===== src/rtl/gpio_seg_pkg.sv =====
// Shared constants for the GPIO / 7-segment APB block: register offsets,
// the segment glyph table and the byte-strobe merge helper.
package gpio_seg_pkg;

    // Register index = paddr[4:2]
    localparam logic [2:0] REG_OUT    = 3'd0;
    localparam logic [2:0] REG_IN     = 3'd1;
    localparam logic [2:0] REG_SEG    = 3'd2;
    localparam logic [2:0] REG_SEGEN  = 3'd3;
    localparam logic [2:0] REG_IRQ_EN = 3'd4;
    localparam logic [2:0] REG_IRQ_ST = 3'd5;

    // Blank digit: every segment off (active-low)
    localparam logic [7:0] SEG_BLANK = 8'hFF;

    // Active-low {a,b,c,d,e,f,g,dp} glyphs, indexed by hex nibble
    localparam logic [15:0][7:0] SEG7_LUT = {
        8'h71, 8'h61, 8'h85, 8'h63, 8'hC1, 8'h11, 8'h09, 8'h01,
        8'h1F, 8'h41, 8'h49, 8'h99, 8'h0D, 8'h25, 8'h9F, 8'h03
    };

    function automatic logic [31:0] byte_mask(input logic [3:0] strb);
        return {{8{strb[3]}}, {8{strb[2]}}, {8{strb[1]}}, {8{strb[0]}}};
    endfunction

    // Replace only the strobed bytes of old_val with wdata
    function automatic logic [31:0] strb_merge(input logic [31:0] old_val,
                                               input logic [31:0] wdata,
                                               input logic [3:0]  strb);
        logic [31:0] mask;
        mask = byte_mask(strb);
        return (old_val & ~mask) | (wdata & mask);
    endfunction

endpackage


===== src/rtl/gpio_seg_apb_if.sv =====
// APB3/APB4 peripheral bus bundle for the GPIO / 7-segment block.
interface gpio_seg_apb_if;
    logic [31:0] in_paddr;
    logic        in_psel;
    logic        in_penable;
    logic [2:0]  in_pprot;
    logic        in_pwrite;
    logic [31:0] in_pwdata;
    logic [3:0]  in_pstrb;
    logic        in_pready;
    logic [31:0] in_prdata;
    logic        in_pslverr;

    modport slave (
        input  in_paddr, in_psel, in_penable, in_pprot, in_pwrite, in_pwdata, in_pstrb,
        output in_pready, in_prdata, in_pslverr
    );

    modport master (
        output in_paddr, in_psel, in_penable, in_pprot, in_pwrite, in_pwdata, in_pstrb,
        input  in_pready, in_prdata, in_pslverr
    );
endinterface


===== src/rtl/gpio_seg_scan.sv =====
// Time-multiplexed 7-segment scanner: prescaler, digit index, nibble select,
// glyph decode and per-digit blanking.
module gpio_seg_scan
    import gpio_seg_pkg::*;
#(
    parameter int N_DIGITS = 8,
    parameter int SCAN_DIV = 1000
) (
    input  logic                  clock,
    input  logic                  reset,
    input  logic [4*N_DIGITS-1:0] i_seg,
    input  logic [N_DIGITS-1:0]   i_segen,
    output logic [7:0]            o_seg_out,
    output logic [N_DIGITS-1:0]   o_seg_an
);
    localparam int PRE_W = $clog2(SCAN_DIV);
    localparam int IDX_W = (N_DIGITS > 1) ? $clog2(N_DIGITS) : 1;
    localparam logic [PRE_W-1:0] PRE_LAST = PRE_W'(SCAN_DIV - 1);
    localparam logic [IDX_W-1:0] IDX_LAST = IDX_W'(N_DIGITS - 1);

    logic [PRE_W-1:0] r_pre;
    logic [IDX_W-1:0] r_idx;
    logic [3:0]       w_nibble;

    // Prescaler wraps every SCAN_DIV cycles and steps the digit index
    always_ff @(posedge clock or negedge reset) begin
        if (!reset) begin
            r_pre <= '0;
            r_idx <= '0;
        end else if (r_pre == PRE_LAST) begin
            // NOTE: non-blocking so both counters update from pre-edge values
            r_pre <= '0;
            r_idx <= (r_idx == IDX_LAST) ? '0 : r_idx + IDX_W'(1);
        end else begin
            r_pre <= r_pre + PRE_W'(1);
        end
    end

    // Select the current digit's nibble, decode it or blank it
    always_comb begin
        w_nibble  = i_seg[{r_idx, 2'b00} +: 4];
        o_seg_out = i_segen[r_idx] ? SEG7_LUT[w_nibble] : SEG_BLANK;
        o_seg_an  = ~(N_DIGITS'(1) << r_idx);
    end
endmodule


===== src/rtl/gpio_seg_apb.sv =====
// APB slave GPIO block: output bank, synchronised input bank with rising-edge
// interrupt capture, and a 7-segment display driven through gpio_seg_scan.
module gpio_seg_apb
    import gpio_seg_pkg::*;
#(
    parameter int N_OUT    = 16,
    parameter int N_IN     = 16,
    parameter int N_DIGITS = 8,
    parameter int SCAN_DIV = 1000
) (
    input  logic                clock,
    input  logic                reset,
    gpio_seg_apb_if.slave       apb,
    output logic [N_OUT-1:0]    gpio_out,
    input  logic [N_IN-1:0]     gpio_in,
    output logic [7:0]          seg_out,
    output logic [N_DIGITS-1:0] seg_an,
    output logic                irq
);
    localparam int SEG_W = 4 * N_DIGITS;

    logic             w_access, w_mapped, w_wr, w_rd;
    logic [2:0]       w_reg;
    logic [31:0]      w_rdata;
    logic [N_IN-1:0]  w_rise, w_w1c;
    logic             w_unused;

    logic [N_OUT-1:0]    r_out;
    logic [SEG_W-1:0]    r_seg;
    logic [N_DIGITS-1:0] r_segen;
    logic [N_IN-1:0]     r_irq_en, r_irq_st;
    logic [N_IN-1:0]     r_sync1, r_sync2, r_sync_d;

    assign w_access = apb.in_psel & apb.in_penable;
    assign w_reg    = apb.in_paddr[4:2];
    assign w_mapped = (w_reg <= REG_IRQ_ST);
    assign w_wr     = w_access & apb.in_pwrite & w_mapped;
    assign w_rd     = w_access & ~apb.in_pwrite & w_mapped;
    assign w_rise   = r_sync2 & ~r_sync_d;
    assign w_w1c    = (w_wr && (w_reg == REG_IRQ_ST))
                    ? N_IN'(apb.in_pwdata & byte_mask(apb.in_pstrb)) : '0;
    // Address bits outside [4:2] and pprot carry no meaning here
    assign w_unused = ^{apb.in_pprot, apb.in_paddr[31:5], apb.in_paddr[1:0]};

    // Writable registers take strobed bytes on the access-cycle edge
    always_ff @(posedge clock or negedge reset) begin
        if (!reset) begin
            r_out    <= '0;
            r_seg    <= '1;
            r_segen  <= '1;
            r_irq_en <= '0;
        end else if (w_wr) begin
            case (w_reg)
                REG_OUT:    r_out    <= N_OUT'(strb_merge(32'(r_out), apb.in_pwdata, apb.in_pstrb));
                REG_SEG:    r_seg    <= SEG_W'(strb_merge(32'(r_seg), apb.in_pwdata, apb.in_pstrb));
                REG_SEGEN:  r_segen  <= N_DIGITS'(strb_merge(32'(r_segen), apb.in_pwdata, apb.in_pstrb));
                REG_IRQ_EN: r_irq_en <= N_IN'(strb_merge(32'(r_irq_en), apb.in_pwdata, apb.in_pstrb));
                default:    ;
            endcase
        end
    end

    // Two-flop synchroniser, edge-detect flop and sticky interrupt status
    always_ff @(posedge clock or negedge reset) begin
        if (!reset) begin
            r_sync1  <= '0;
            r_sync2  <= '0;
            r_sync_d <= '0;
            r_irq_st <= '0;
        end else begin
            r_sync1  <= gpio_in;
            r_sync2  <= r_sync1;
            r_sync_d <= r_sync2;
            // Set is OR-ed after the clear so a same-cycle edge survives W1C
            r_irq_st <= (r_irq_st & ~w_w1c) | w_rise;
        end
    end

    // Read data is driven only during a mapped read access
    always_comb begin
        // NOTE: default assignment first so no path leaves w_rdata unassigned (no latch)
        w_rdata = '0;
        if (w_rd) begin
            case (w_reg)
                REG_OUT:    w_rdata = 32'(r_out);
                REG_IN:     w_rdata = 32'(r_sync2);
                REG_SEG:    w_rdata = 32'(r_seg);
                REG_SEGEN:  w_rdata = 32'(r_segen);
                REG_IRQ_EN: w_rdata = 32'(r_irq_en);
                REG_IRQ_ST: w_rdata = 32'(r_irq_st);
                default:    w_rdata = '0;
            endcase
        end
    end

    assign apb.in_prdata  = w_rdata;
    assign apb.in_pready  = w_access;
    assign apb.in_pslverr = w_access & ~w_mapped;
    assign gpio_out       = r_out;
    assign irq            = |(r_irq_st & r_irq_en);

    gpio_seg_scan #(
        .N_DIGITS (N_DIGITS),
        .SCAN_DIV (SCAN_DIV)
    ) u_scan (
        .clock     (clock),
        .reset     (reset),
        .i_seg     (r_seg),
        .i_segen   (r_segen),
        .o_seg_out (seg_out),
        .o_seg_an  (seg_an)
    );
endmodule


===== src/flat_wrapper.sv =====
// flat-port wrapper written by rule: the top's interface ports become plain ports
module gpio_seg_apb_flat import gpio_seg_pkg::*;
#(
    parameter int N_OUT    = 16,
    parameter int N_IN     = 16,
    parameter int N_DIGITS = 8,
    parameter int SCAN_DIV = 1000
)
  (clock, reset, gpio_out, gpio_in, seg_out, seg_an, irq, apb_in_paddr, apb_in_psel, apb_in_penable, apb_in_pprot, apb_in_pwrite, apb_in_pwdata, apb_in_pstrb, apb_in_pready, apb_in_prdata, apb_in_pslverr);
  gpio_seg_apb_if apb_i ();
  input  logic clock;
  input  logic reset;
  output logic [N_OUT-1:0] gpio_out;
  input  logic [N_IN-1:0] gpio_in;
  output logic [7:0] seg_out;
  output logic [N_DIGITS-1:0] seg_an;
  output logic irq;
  input wire logic [$bits(apb_i.in_paddr)-1:0] apb_in_paddr;
  input wire logic [$bits(apb_i.in_psel)-1:0] apb_in_psel;
  input wire logic [$bits(apb_i.in_penable)-1:0] apb_in_penable;
  input wire logic [$bits(apb_i.in_pprot)-1:0] apb_in_pprot;
  input wire logic [$bits(apb_i.in_pwrite)-1:0] apb_in_pwrite;
  input wire logic [$bits(apb_i.in_pwdata)-1:0] apb_in_pwdata;
  input wire logic [$bits(apb_i.in_pstrb)-1:0] apb_in_pstrb;
  output wire logic [$bits(apb_i.in_pready)-1:0] apb_in_pready;
  output wire logic [$bits(apb_i.in_prdata)-1:0] apb_in_prdata;
  output wire logic [$bits(apb_i.in_pslverr)-1:0] apb_in_pslverr;
  assign apb_i.in_paddr = apb_in_paddr;
  assign apb_i.in_psel = apb_in_psel;
  assign apb_i.in_penable = apb_in_penable;
  assign apb_i.in_pprot = apb_in_pprot;
  assign apb_i.in_pwrite = apb_in_pwrite;
  assign apb_i.in_pwdata = apb_in_pwdata;
  assign apb_i.in_pstrb = apb_in_pstrb;
  assign apb_in_pready = apb_i.in_pready;
  assign apb_in_prdata = apb_i.in_prdata;
  assign apb_in_pslverr = apb_i.in_pslverr;
  gpio_seg_apb #(.N_OUT(N_OUT), .N_IN(N_IN), .N_DIGITS(N_DIGITS), .SCAN_DIV(SCAN_DIV)) u_core (.clock(clock), .reset(reset), .apb(apb_i), .gpio_out(gpio_out), .gpio_in(gpio_in), .seg_out(seg_out), .seg_an(seg_an), .irq(irq));
endmodule

===== config.mk =====
export PLATFORM = sky130hd
export DESIGN_NAME = gpio_seg_apb_flat
export DESIGN_NICKNAME = d
export VERILOG_FILES = /design/src/rtl/gpio_seg_pkg.sv /design/src/rtl/gpio_seg_apb_if.sv /design/src/rtl/gpio_seg_scan.sv /design/src/rtl/gpio_seg_apb.sv /design/src/flat_wrapper.sv
export SDC_FILE = /design/constraint.sdc
export NUM_CORES = 1
export LEC_CHECK = 0
export CAP_MARGIN = 40
export CORE_ASPECT_RATIO = 0.5
export CORE_MARGIN = 3
export CORE_UTILIZATION = 30
export CTS_CLUSTER_SIZE = 14
export DETAILED_ROUTE_END_ITERATION = 12
export GPL_TIMING_DRIVEN = 0
export HOLD_SLACK_MARGIN = 0.1
export MAX_ROUTING_LAYER = met4
export PLACE_DENSITY = 0.61
export SLEW_MARGIN = 0
export SYNTH_ARGS = -nofsm -noshare
export SYNTH_HDL_FRONTEND = slang
export SYNTH_HIERARCHICAL = 1
export SYNTH_SLANG_ARGS = --single-unit

===== constraint.sdc =====
create_clock -name clock -period 7.6 [get_ports clock]
set_input_delay 2.28 -clock clock [delete_from_list [all_inputs] [get_ports clock]]
set_output_delay 2.28 -clock clock [all_outputs]
set_load 0.02 [all_outputs]

==> impl_metrics.csv, run 1 <==
group,metric,value,unit
outcome,status,"finished, final reports clean",
yosys,synth_top_area_share,38.7,%
route,wl_met3,747,um
yosys,syn_inst,557,
yosys,syn-num-nets,662,
worst_setup_path,crit_required,5.32,ns
pwr,vdd_ir_drop_max,0.156,mV
worst_setup_path,rr_endpoint,"u_core/u_scan/r_idx[0]$_DFFE_PN0N_",
worst_setup_path,reg2reg_setup_slack,5.70,ns
place,io_buffers,124,
pwr,leakage,3.92,nW
sta,clock.fmax,139,MHz
worst_setup_path,reg2regPathDepth,6,
yosys,synth_edf_count,0,
clock_tree,cts_tree,"done",
layout,nets,807,
floorplanning,core_area,22300,um^2
floorplanning,die_x,223,um
sta,worst_pin_slew,0.789,ns
clock_tree,clkTransAtPathRegs,0.06,ns
sta,worst_slack,0.413,ns
sta,fin_worst_skew,0.00648,ns
floorplanning,die-area,25500,um^2
global_route,grt_pass1_vias,5097,
route,top_layer,"met4",
route,routed-wl-met2,9490,um
layout,diodes,0,
global_route,antenna_found_initial,0,
sta,finalHoldViolations,0,
clock_tree,numCtsBuffers,17,
layout,final_cell_mix,"clkdlybuf4s50_1, dfrtp_1, mux2_2, nand2_1, dfstp_2",
clock_tree,cts_setup_buffers,0,
pwr,cellPowerDensity,220,nW/um^2
yosys,ys_seq_elements,149,
route,antenna_left,0,
yosys,synth_warnings,6,
yosys,synth.area.top_cells,"dfrtp_1, dfstp_2, mux2_2",
route,first_pass_iters,4,
yosys,synthFlopType,"dfrtp_1",
clock_tree,clk-insertion-delay-late,0.42,ns
worst_setup_path,crit_path_end_kind,"primary output",
place,dpl.hpwl,14400,um
route,drtIter0Drc,404,
place,pre_cts_ws,0.354,ns
route,vias,4908,
yosys,yosys.area.top_type,"dfrtp_1",
layout,final_common_cell,"clkdlybuf4s50_1",
yosys,synth.distinct_cells,57,
floorplanning,die_h,114,um
sta,finalMaxSlewViolations,0,
worst_setup_path,cp_max_fo,10,
worst_setup_path,arrival,4.91,ns
yosys,ys_async_sr_fraction,100,%
global_route,grt_first_pass_wirelength,30300,um
place,gp_congestion,0.876,
global_route,grt_overflow,0,
layout,drive_gt1_share,27.9,%
clock_tree,hold_buffers,0,
sta,fin_crit_sh,94.6,%
layout,area_growth,31.8,%
yosys,synth_seq_area_share,53.6,%
layout,fin_area,9290,um^2
global_route,grt_usage,15.9,%
yosys,syn_avg_cell_area,12.7,um^2
place,placedInstanceArea,8720,um^2
route,viasPerCell,4.85,
layout,fillerInstances,2103,
clock_tree,clockRootBuffer,"clkbuf_16",
route,wire_per_inst,18.9,um
sta,setup-violations-final,0,
sta,tns,0,ns
clock_tree,cts_max_level,4,
floorplanning,start_util,31.5,%
yosys,syn_area,7050,um^2
job,cap_violations,0,
clock_tree,cts.path.max_buffers,2,
worst_setup_path,crit_end,"apb_in_prdata[26]",
worst_setup_path,crit_start,"apb_in_paddr[4]",
floorplanning,num_rows,38,
worst_setup_path,rr_startpoint,"u_core/u_scan/r_pre[0]$_DFF_PN0_",
route,wirelength,19200,um
sta,rsz0062_at_grt,"false",
route,drt-met1-wl,8740,um
worst_setup_path,critPathKind,"in -> out",
clock_tree,clock-sinks,149,
floorplanning,io-pin-count,159,
sta,fin_crit,7.19,ns
worst_setup_path,startpoint_type,"input pin",
min_path,min_path_type,"reg -> reg",
route,drc,0,
clock_tree,cts_resized,0,
global_route,grt_max_degree,54,
sta,maxSlewHeadroom,47.1,%
-- metal layers --
metal  track usage (%)  vias to the layer above
met5                 -                        -
met4              3.98                        0
met3              2.77                       20
met2              26.2                      110
met1              20.7                     2499
li1                  -                     2279
-- final cells by class --
| type | instances | area, um^2 | share of cell area, % |
|---|---|---|---|
| Clock inverter | 10 | 98.8 | 1.06 |
| Tap cell | 300 | 375 | 4.04 |
| Inverter | 27 | 101 | 1.09 |
| Clock buffer | 20 | 467 | 5.02 |
| Multi-Input combinational cell | 358 | 3020 | 32.5 |
| Timing Repair Buffer | 126 | 1300 | 14.0 |
| Sequential cell | 149 | 3780 | 40.7 |
| Buffer | 23 | 148 | 1.59 |
-- cell families (layout without fill, tap and decap cells) --
group                    after synthesis  in the layout  synth area share (%)
flip-flops                           149            149                  53.6
AND/OR/NAND/NOR                      140            140                  10.6
multiplexers                         118            118                  21.3
AO/OA/AOI/OAI                         79             79                  7.79
buffers and inverters                 50            206                  3.53
adder cells (fa/ha/maj)               13             13                  2.31
XOR/XNOR                               7              7                 0.870
other                                  1              1                0.0532
-- worst min path at each step --
stage / from / slack [ns] / endpoint / cells past startpoint
6_report: u_core/r_sync1[11]$_DFF_PN0_ / 0.35 / u_core/r_sync2[11]$_DFF_PN0_ / 0
5_1_grt: u_core/r_sync1[0]$_DFF_PN0_ / 0.36 / u_core/r_sync2[0]$_DFF_PN0_ / 0
4_1_cts: u_core/r_sync1[10]$_DFF_PN0_ / 0.35 / u_core/r_sync2[10]$_DFF_PN0_ / 0
3_3_place_gp: u_core/r_sync1[14]$_DFF_PN0_ / 0.33 / u_core/r_sync2[14]$_DFF_PN0_ / 0
3_5_place_dp: u_core/r_sync1[10]$_DFF_PN0_ / 0.33 / u_core/r_sync2[10]$_DFF_PN0_ / 0
2_1_floorplan: u_core/r_sync1[0]$_DFF_PN0_ / 0.33 / u_core/r_sync2[0]$_DFF_PN0_ / 0
-- worst max-delay path: stages --
cell,delay (ns)
clkdlybuf4s50_1,0.46
clkbuf_8,0.19
a21oi_1,0.15
nand2_1,0.21
nor3_4,0.48
clkbuf_2,0.33
and2_1,0.18
clkdlybuf4s50_1,0.62
-- cell usage after synthesis (2+ instances only) --
master,instances
dfrtp_1,109
mux2_2,75
nand2_1,54
dfstp_2,40
inv_1,26
a22o_1,23
nor2_1,23
a21oi_1,22
mux2i_1,20
and2_1,17
o21ai_0,14
ha_1,13
mux4_2,12
nand3_1,9
mux2_4,8
buf_2,7
a221oi_1,6
clkbuf_1,6
buf_4,5
nand3b_1,5
o221ai_1,5
nand2_2,4
xnor2_1,4
buf_6,3
nand2b_1,3
nor2b_1,3
nor3_1,3
xor2_1,3
a2bb2o_1,2
a2bb2oi_1,2
and4_2,2
mux4_1,2
nor3_4,2
or3_1,2
-- power breakdown --
| part | switching [W] | internal, W |
|---|---|---|
| clock network | 0.000332 | 0.000476 |
| logic | 0.000141 | 0.000159 |
| registers | 0.0000553 | 0.000881 |
-- per-stage QoR --
step / instances / util (%) / hold slack [ns] / total power, W
floorplan: 557 / - / 0.331 / 0.00109
global placement: 981 / 38.8 / 0.333 / 0.00124
detailed placement: 983 / 39.0 / 0.335 / 0.00125
CTS: 1013 / 41.6 / 0.349 / 0.00207
global route: 1013 / 41.6 / 0.356 / 0.00213
finish: 1013 / 41.6 / 0.348 / 0.00204
(Power assumes the default switching activity.)
==> inputs of run 2 (changes only) <==
--- a/config.mk
+++ b/config.mk
@@ -11,7 +11,6 @@
 export CORE_UTILIZATION = 30
 export CTS_CLUSTER_SIZE = 14
 export DETAILED_ROUTE_END_ITERATION = 12
-export GPL_TIMING_DRIVEN = 0
 export HOLD_SLACK_MARGIN = 0.1
 export MAX_ROUTING_LAYER = met4
 export PLACE_DENSITY = 0.61
==> impl_metrics.csv, run 2 (synthesis results as in run 1) <==
group,metric,value,unit
layout,fillerInstances,2092,
sta,fin_crit_sh,91.7,%
clock_tree,clockRootBuffer,"clkbuf_16",
worst_setup_path,crit_start,"apb_in_paddr[4]",
layout,final_cell_mix,"clkdlybuf4s50_1, dfrtp_1, mux2_2, nand2_1, dfstp_2",
global_route,grt_max_degree,90,
layout,drive_gt1_share,28.0,%
sta,fin_worst_skew,0.00617,ns
pwr,pwr-share-seq,45.3,%
route,wire_per_inst,18.6,um
sta,clock.fmax,143,MHz
pwr,p_clk_share,40.3,%
outcome,status,"finished, final reports clean",
pwr,intPower,0.00153,W
global_route,antenna_found_initial,0,
place,io_buffers,125,
pwr,p_sw,0.000531,W
sta,tns,0,ns
pwr,power,0.00206,W
place,gp_congestion,0.873,
pwr,power_frac_comb,14.4,%
floorplanning,die_x,223,um
job,cap_violations,0,
clock_tree,cts_tree,"done",
pwr,vdd_ir_drop_max,0.124,mV
pwr,leakage,3.89,nW
worst_setup_path,cp_max_fo,9,
sta,setup-violations-final,0,
worst_setup_path,startpoint_type,"input pin",
route,drc,0,
place,placedInstanceArea,8650,um^2
layout,area_growth,31.1,%
global_route,grt_first_pass_wirelength,29900,um
global_route,grt_pass1_vias,5167,
worst_setup_path,crit_path_max_incr_delay,0.67,ns
sta,finalHoldViolations,0,
worst_setup_path,cpMaxStageDelayCell,"clkdlybuf4s50_1",
worst_setup_path,crit_path_end_kind,"primary output",
clock_tree,clkTransAtPathRegs,0.06,ns
worst_setup_path,reg2regPathDepth,6,
worst_setup_path,crit_family,"buffers and inverters",
route,wirelength,18700,um
min_path,min_path_type,"reg -> reg",
sta,fin_crit,6.97,ns
clock_tree,cts_resized,0,
worst_setup_path,crit_required,5.32,ns
sta,maxSlewHeadroom,47.2,%
place,dpl.hpwl,14100,um
layout,fin_util,41.4,%
route,drtIter0Drc,316,
worst_setup_path,rr_startpoint,"u_core/u_scan/r_pre[0]$_DFF_PN0_",
sta,worst_pin_slew,0.792,ns
worst_setup_path,reg2reg_setup_slack,5.91,ns
pwr,swShare,25.7,%
layout,fin_area,9240,um^2
global_route,grt_usage,15.7,%
worst_setup_path,crit_end,"apb_in_prdata[0]",
clock_tree,clock-sinks,149,
route,vias,4847,
layout,diodes,0,
clock_tree,hold_buffers,0,
clock_tree,cts.path.max_buffers,2,
clock_tree,numCtsBuffers,17,
floorplanning,core_area,22300,um^2
pwr,cellPowerDensity,223,nW/um^2
worst_setup_path,cp_cell_sequence,"clkdlybuf4s50_1 > buf_4 > buf_4 > and2b_1 > a221oi_1 > nor3_1 > clkdlybuf4s50_1",
worst_setup_path,critPathBufInv,4,
clock_tree,cts_max_level,4,
worst_setup_path,critPathKind,"in -> out",
layout,nets,799,
floorplanning,die-area,25500,um^2
floorplanning,start_util,31.5,%
route,antenna_left,0,
global_route,grt_overflow,0,
sta,rsz0062_at_grt,"false",
worst_setup_path,arrival,4.69,ns
route,viasPerCell,4.81,
clock_tree,clk-insertion-delay-late,0.42,ns
layout,final_common_cell,"clkdlybuf4s50_1",
floorplanning,num_rows,38,
worst_setup_path,rr_endpoint,"u_core/u_scan/r_idx[0]$_DFFE_PN0N_",
worst_setup_path,cp.depth,7,
floorplanning,io-pin-count,159,
route,first_pass_iters,5,
sta,finalMaxSlewViolations,0,
floorplanning,die_h,114,um
clock_tree,cts_setup_buffers,0,
[run 2: cell count changes in the layout (fill, tap and decap cells not counted), moves of 2 or more]
cell / before / now
clkinvlp_4: 2 / 4
clkbuf_1: 6 / 0
buf_16: 2 / 0
buf_6: 4 / 1
buf_2: 7 / 0
clkbuf_8: 4 / 1
clkinv_4: 2 / 4
buf_4: 5 / 16
[run 2: routing by layer]
| metal | vias to the layer above | part of all wire, % | GRT usage (%) |
|---|---|---|---|
| met5 | - | 0 | - |
| met4 | 0 | 2.1 | 5.50 |
| met3 | 25 | 4.5 | 2.97 |
| met2 | 107 | 50 | 25.6 |
| met1 | 2450 | 44 | 19.8 |
| li1 | 2265 | - | - |
[run 2: cell type report]
class                   instances  area (um^2)  area share (%)
flip-flops and latches        149         3780            40.9
multi-input cells             358         3020            32.7
repair buffers                141         1370            14.9
clock buffers                  18          439            4.75
well taps                     300          375            4.06
clock inverters                14          153            1.65
inverters                      27          101            1.10
[run 2: power groups by stage]
| stage | Clock, W | Combinational, W | Sequential, W |
|---|---|---|---|
| after floorplan | 0 | 0.000156 | 0.000937 |
| after global placement | 0 | 0.000290 | 0.000945 |
| after detailed placement | 0 | 0.000298 | 0.000948 |
| after CTS | 0.000851 | 0.000300 | 0.000935 |
| after global routing | 0.000887 | 0.000322 | 0.000944 |
| final | 0.000831 | 0.000296 | 0.000935 |
[run 2: through the flow]
stage | setup WS, ns | cells | hold slack [ns]
2_1_floorplan | 1.86 | 557 | 0.331
3_3_place_gp | 0.629 | 974 | 0.333
3_5_place_dp | 0.623 | 975 | 0.335
4_1_cts | 0.623 | 1007 | 0.350
5_1_grt | 0.531 | 1007 | 0.353
6_report | 0.628 | 1007 | 0.349
[run 2: worst min-delay path by stage]
| stage | start | endpoint | depth (start not counted) |
|---|---|---|---|
| floorplan | u_core/r_sync1[0]$_DFF_PN0_ | u_core/r_sync2[0]$_DFF_PN0_ | 0 |
| global placement | u_core/r_sync1[14]$_DFF_PN0_ | u_core/r_sync2[14]$_DFF_PN0_ | 0 |
| detailed placement | u_core/r_sync1[13]$_DFF_PN0_ | u_core/r_sync2[13]$_DFF_PN0_ | 0 |
| CTS | u_core/r_sync1[3]$_DFF_PN0_ | u_core/r_sync2[3]$_DFF_PN0_ | 0 |
| global route | u_core/r_sync1[11]$_DFF_PN0_ | u_core/r_sync2[11]$_DFF_PN0_ | 0 |
| finish | u_core/r_sync1[1]$_DFF_PN0_ | u_core/r_sync2[1]$_DFF_PN0_ | 0 |
